`config.mk`:
```
export PLATFORM = sky130hd
export DESIGN_NAME = axle_count_point
export DESIGN_NICKNAME = d
export VERILOG_FILES = /design/src/rtl/axle_count_point.sv
export SDC_FILE = /design/constraint.sdc
export NUM_CORES = 1
export LEC_CHECK = 0
export BUFFER_PORTS_ARGS = -buffer_cell sky130_fd_sc_hd__buf_2
export CORE_MARGIN = 2
export CORE_UTILIZATION = 40
export DETAILED_ROUTE_END_ITERATION = 16
export HOLD_SLACK_MARGIN = 0.02
export PLACE_DENSITY = 0.65
export SLEW_MARGIN = 5
export SYNTH_ARGS = -nofsm -noshare
export SYNTH_HDL_FRONTEND = slang
export SYNTH_SLANG_ARGS = --single-unit
```
`constraint.sdc`:
```
create_clock -name clk -period 2.3 [get_ports clk]
set_clock_uncertainty 0.15 [all_clocks]
set_input_delay 0.46 -clock clk [delete_from_list [all_inputs] [get_ports clk]]
set_output_delay 0.46 -clock clk [all_outputs]
set_load 0.02 [all_outputs]
```
`src/rtl/axle_count_point.sv`:
```
// axle_count_point: bidirectional bogey counter for one axle-counting point.
// Two raw wheel sensors (A side, B side) are synchronized and debounced. An
// FSM then follows the A/B occupancy pattern and counts complete passages in
// each direction.
// Ports:
//   clk        rising-edge clock
//   Reset      synchronous, active-high reset
//   sens_a/b   raw sensors (asynchronous, bouncy)
//   clear      synchronous zeroing of both counts
//   Count_a2b  saturating count of A->B passages
//   Count_b2a  saturating count of B->A passages
//   busy       FSM away from IDLE (registered)
//   fault      one-cycle pulse on timeout or ambiguous sequence

// Per-sensor 2-flop synchronizer plus debounce filter. The filtered level
// flips only after the synchronized input has disagreed with it for
// DEBOUNCE_CYCLES consecutive cycles. Any agreeing cycle restarts the run.
module axle_count_point_filt #(
  parameter int DEBOUNCE_CYCLES = 4
) (
  input  logic clk,
  input  logic Reset,
  input  logic i_raw,
  output logic o_filt
);
  logic       r_s1, r_s2, r_filt;
  logic [7:0] r_run;

  always_ff @(posedge clk) begin
    if (Reset) begin
      r_s1   <= 1'b0;
      r_s2   <= 1'b0;
      r_filt <= 1'b0;
      r_run  <= '0;
    end else begin
      r_s1 <= i_raw;
      r_s2 <= r_s1;
      if (r_s2 == r_filt) begin
        r_run <= '0;
      end else if (r_run == 8'(DEBOUNCE_CYCLES - 1)) begin
        r_filt <= r_s2;
        r_run  <= '0;
      end else begin
        r_run <= r_run + 8'd1;
      end
    end
  end

  assign o_filt = r_filt;
endmodule

module axle_count_point #(
  parameter int DEBOUNCE_CYCLES = 4,
  parameter int TIMEOUT_CYCLES  = 1000,
  parameter int MAX_COUNT       = 15
) (
  input  logic       clk,
  input  logic       Reset,
  input  logic       sens_a,
  input  logic       sens_b,
  input  logic       clear,
  output logic [3:0] Count_a2b,
  output logic [3:0] Count_b2a,
  output logic       busy,
  output logic       fault
);
  typedef enum logic [2:0] {IDLE, A1, AB, A2, B1, BA, B2, WAIT} state_t;

  state_t      r_state, w_state_nx;
  logic        w_fa, w_fb;
  logic        w_fault_nx, w_inc_a2b, w_inc_b2a, w_tmo_hit;
  logic [15:0] r_tmo;
  logic [3:0]  r_a2b, r_b2a;
  logic        r_busy, r_fault;

  axle_count_point_filt #(.DEBOUNCE_CYCLES(DEBOUNCE_CYCLES)) u_filt_a (
    .clk(clk), .Reset(Reset), .i_raw(sens_a), .o_filt(w_fa));
  axle_count_point_filt #(.DEBOUNCE_CYCLES(DEBOUNCE_CYCLES)) u_filt_b (
    .clk(clk), .Reset(Reset), .i_raw(sens_b), .o_filt(w_fb));

  // Only the tracking states are time-limited. WAIT just waits for the track
  // to clear, however long that takes.
  assign w_tmo_hit = (r_state != IDLE) && (r_state != WAIT) &&
                     (r_tmo == 16'(TIMEOUT_CYCLES - 1));

  always_comb begin
    w_state_nx = r_state;
    w_fault_nx = 1'b0;
    w_inc_a2b  = 1'b0;
    w_inc_b2a  = 1'b0;
    if (w_tmo_hit) begin
      w_state_nx = WAIT;
      w_fault_nx = 1'b1;
    end else begin
      case (r_state)
        IDLE: begin
          if (w_fa && w_fb) begin
            w_state_nx = WAIT;
            w_fault_nx = 1'b1;
          end else if (w_fa) begin
            w_state_nx = A1;
          end else if (w_fb) begin
            w_state_nx = B1;
          end
        end
        A1: begin
          if (w_fb)       w_state_nx = AB;
          else if (!w_fa) w_state_nx = IDLE;  // backed out, no count
        end
        AB: begin
          if (!w_fa && w_fb)      w_state_nx = A2;
          else if (w_fa && !w_fb) w_state_nx = A1;  // reversal
          else if (!w_fa && !w_fb) begin
            w_state_nx = WAIT;
            w_fault_nx = 1'b1;
          end
        end
        A2: begin
          if (!w_fb) begin
            w_state_nx = IDLE;
            w_inc_a2b  = 1'b1;
          end else if (w_fa) begin
            w_state_nx = AB;
          end
        end
        B1: begin
          if (w_fa)       w_state_nx = BA;
          else if (!w_fb) w_state_nx = IDLE;
        end
        BA: begin
          if (!w_fb && w_fa)      w_state_nx = B2;
          else if (w_fb && !w_fa) w_state_nx = B1;
          else if (!w_fa && !w_fb) begin
            w_state_nx = WAIT;
            w_fault_nx = 1'b1;
          end
        end
        B2: begin
          if (!w_fa) begin
            w_state_nx = IDLE;
            w_inc_b2a  = 1'b1;
          end else if (w_fb) begin
            w_state_nx = BA;
          end
        end
        WAIT: begin
          if (!w_fa && !w_fb) w_state_nx = IDLE;
        end
        default: w_state_nx = IDLE;
      endcase
    end
  end

  always_ff @(posedge clk) begin
    if (Reset) begin
      r_state <= IDLE;
      r_tmo   <= '0;
      r_busy  <= 1'b0;
      r_fault <= 1'b0;
      r_a2b   <= '0;
      r_b2a   <= '0;
    end else begin
      r_state <= w_state_nx;
      r_busy  <= (w_state_nx != IDLE);
      r_fault <= w_fault_nx;
      // Timer restarts on any state change and never runs in IDLE or WAIT.
      if ((w_state_nx != r_state) || (r_state == IDLE) || (r_state == WAIT))
        r_tmo <= '0;
      else
        r_tmo <= r_tmo + 16'd1;
      // clear wins over a coincident increment.
      if (clear) begin
        r_a2b <= '0;
        r_b2a <= '0;
      end else begin
        if (w_inc_a2b && (r_a2b != 4'(MAX_COUNT))) r_a2b <= r_a2b + 4'd1;
        if (w_inc_b2a && (r_b2a != 4'(MAX_COUNT))) r_b2a <= r_b2a + 4'd1;
      end
    end
  end

  assign Count_a2b = r_a2b;
  assign Count_b2a = r_b2a;
  assign busy      = r_busy;
  assign fault     = r_fault;
endmodule

```
==> impl_metrics.ini <==
[worst_setup_path]
path_cells = or3b_1 > a21oi_1 > a21oi_1 > or3_1 > nor2_1
cp.required_ns = 2.39
critical_path_class = register to register
r2r_cells = 5
setup.worst_path.end_class = register
crit_fanout = 16
critPathLaunchType = register
crit_arrival_ns = 2.09
r2r-end = r_tmo[0]
cp_slowest_stage_delay_ns = 0.56
worst_path_most_repeated_cell = a21oi_1
r2r-start = r_state[2]
slowest_stage = or3_1
rrSetupSlack_ns = 0.30

[route]
drtIter0Drc = 103
first_pass_iters = 4
avgRoutedWirePerCell_um = 11.3
ant_nets = 0
via_count = 1756
wl_um = 3970
viasPerCell = 5.00
drc_errors = 0

[clock_network]
path_clk_slew_ns = 0.09
cts_max_level = 2
cts_buffers = 5
insertion_delay_ns = 0.31
cts_tree = built
cts_setup_buffers = 0
cts_buffer_depth = 2
numClockSinks = 51
root_buffer = clkbuf_8

[pwr]
seqPwrFrac_pct = 62.5
p_int_mw = 1.11
pwr-share-comb_pct = 1.3
p_clk_share_pct = 36.2
power.density_mw_per_mm2 = 560
worst_ir_drop_vdd_mv = 0.277
switching_share_pct = 22.0
p_sw_mw = 0.313
power.leakage_nw = 0.932

[placement]
post-dp-hpwl_um = 2780
dp_slack_ns = 0.246
post_dp_cell_area_mm2 = 0.00245
port_buffers = 14
place.gp.congestion = 0.829

[sta]
tightest_slew_ns = 0.508
fin_ws_ns = 0.300
finalHoldViolations = 0
setup_viol = 0
fin_crit_ns = 2.00
drv_slew = 0
rsz0062_at_grt = no
fin_crit_sh_pct = 87.0
holdWs_ns = 0.205
slew-limit-headroom_pct = 66.1
fin_setup_tns_ns = 0
timing.fmax_mhz = 500

[final_layout]
num_antenna_cells = 0
fin_area_mm2 = 0.00254
final_nets = 288
n_fill_cell = 567
layout-drive-gt1-share_pct = 11.8
fin_util_pct = 45.8
syn_to_final_growth_pct = 9.98

[floorplan]
rows = 27
core_area_mm2 = 0.00554
die_w_um = 79.9
initial_core_util_pct = 41.6
io_pins = 15
die-area_mm2 = 0.00639
die_y_um = 79.9

[min_path]
hp-class = input pin to register
hold_path_end = u_filt_b.r_s1
min_path_cells = 2
min_from = sens_b

[logic_synthesis]
synth_area_mm2 = 0.00231
syn_area_per_cell_um2 = 8.81
synthFlopType = dfxtp_1
syn_inst = 262
yosys_warnings = 0
synth_nets = 272
seq_area_frac_synth_pct = 44.3
synth-edff-count = 0
ys_ff_latch = 51
synth_async_sr_flop_share_pct = 0
yosys.cell_types.count = 41

[grt]
track_usage_pct = 13.6
grt_pass1_vias = 1610
antenna_found_initial = 0
grt_max_degree = 17
overflow = 0
grt_pass1_wl_um = 6960

[outcome]
status = completed

[flow_run]
cap_viol_max_count = 0
-- worst max-delay path by stage --
stage | start | endpoint | slack (ns) | cells past startpoint
after detailed placement | r_state[0] | r_tmo[0] | 0.25 | 5
after CTS | r_state[0] | r_tmo[0] | 0.22 | 5
after global placement | r_state[2] | r_tmo[0] | 0.32 | 5
after global routing | r_tmo[0] | r_tmo[15] | 0.07 | 6
after floorplan | r_tmo[0] | r_tmo[10] | 0.46 | 8
final | r_state[2] | r_tmo[0] | 0.30 | 5
-- metrics by stage --
| stage | std cells | power, mW |
|---|---|---|
| 3_3_place_gp | 343 | 0.928 |
| 4_1_cts | 351 | 1.45 |
| 3_5_place_dp | 343 | 0.928 |
| 5_1_grt | 351 | 1.49 |
| 2_1_floorplan | 262 | 0.920 |
| 6_report | 351 | 1.42 |
-- power by group through the flow --
| stage | Combinational [mW] | Sequential (mW) | Clock (mW) |
|---|---|---|---|
| after floorplan | 0.0106 | 0.909 | 0 |
| after detailed placement | 0.0185 | 0.910 | 0 |
| after CTS | 0.0186 | 0.889 | 0.543 |
| after global routing | 0.0203 | 0.890 | 0.577 |
| final | 0.0180 | 0.889 | 0.515 |
| after global placement | 0.0185 | 0.910 | 0 |
-- timing repair --
item	in CTS	in global routing
endpoints found under the setup margin	0	8
gates resized for setup	0	1
hold buffers	0	0
hold endpoints to repair	0	0
-- per-layer routing --
metal / global-route usage (%) / vias to the layer above / share of wire (%)
met4: 5.93 / 0 / 1.1
met3: 3.51 / 4 / 2.5
met1: 17.5 / 808 / 51
li1: - / 929 / -
met2: 21.3 / 15 / 45
met5: 0 / - / 0
-- area by class of cell --
type	instances	area (um2)	share of cell area, %
clock buffer	5	68.8	2.71
sequential	51	1020	40.3
tap	72	90.1	3.55
clock inverter	3	18.8	0.740
multi-input combinational	199	1220	48.2
inverter	2	7.51	0.296
timing repair buffer	19	108	4.24
-- registers in the layout, summed over array words and instances (netlist names), 3 cells and up --
signal / flops
Count_a2b: 4
r_tmo: 16
u_filt_a.r_run: 8
u_filt_b.r_run: 8
Count_b2a: 4
r_state: 3
-- critical path: cells and delay by family (launching register included) --
family,cells,cell delay (ns)
AO/OA/AOI/OAI,2,0.21
AND/OR/NAND/NOR,3,1.11
flip-flops,1,0.47
-- synthesized netlist by cell type, types with 5 or more instances --
master,count,area (um2)
a21oi_1,9,45.0
and3_1,10,62.6
dfxtp_1,51,1020
ha_1,5,62.6
nand2_1,17,63.8
nand3_1,20,100
nor2_1,48,180
nor2b_1,7,43.8
o21ai_0,6,30.0
xnor2_1,10,87.6
xor2_1,23,201
-- logic make-up after synthesis --
family,Yosys count,synth area share (%)
adders and majority gates,5,2.71
DFF,51,44.3
buffers and inverters,12,2.77
muxes,5,2.22
xor gates and xnor gates,33,12.5
and+or+nand+nor,127,27.2
AOI/OAI and AO/OA,29,8.35
-- cells in the final DEF (no fill, tap or decap), drive strengths merged, types with 2 or more instances in the layout --
| master | count |
|---|---|
| buf | 19 |
| or3 | 3 |
| o21ai | 9 |
| nor3b | 3 |
| ha | 5 |
| nor2 | 48 |
| clkbuf | 5 |
| o211ai | 2 |
| or2 | 3 |
| xnor2 | 10 |
| clkinv | 2 |
| inv | 3 |
| nand4 | 4 |
| nor4 | 3 |
| and3 | 10 |
| o32ai | 2 |
| mux2i | 4 |
| a31oi | 3 |
| dfxtp | 51 |
| nor2b | 7 |
| xor2 | 23 |
| a21oi | 9 |
| nand3 | 20 |
| nand2 | 17 |
| a211oi | 2 |
Note: power is estimated with default switching activity, not from simulation.
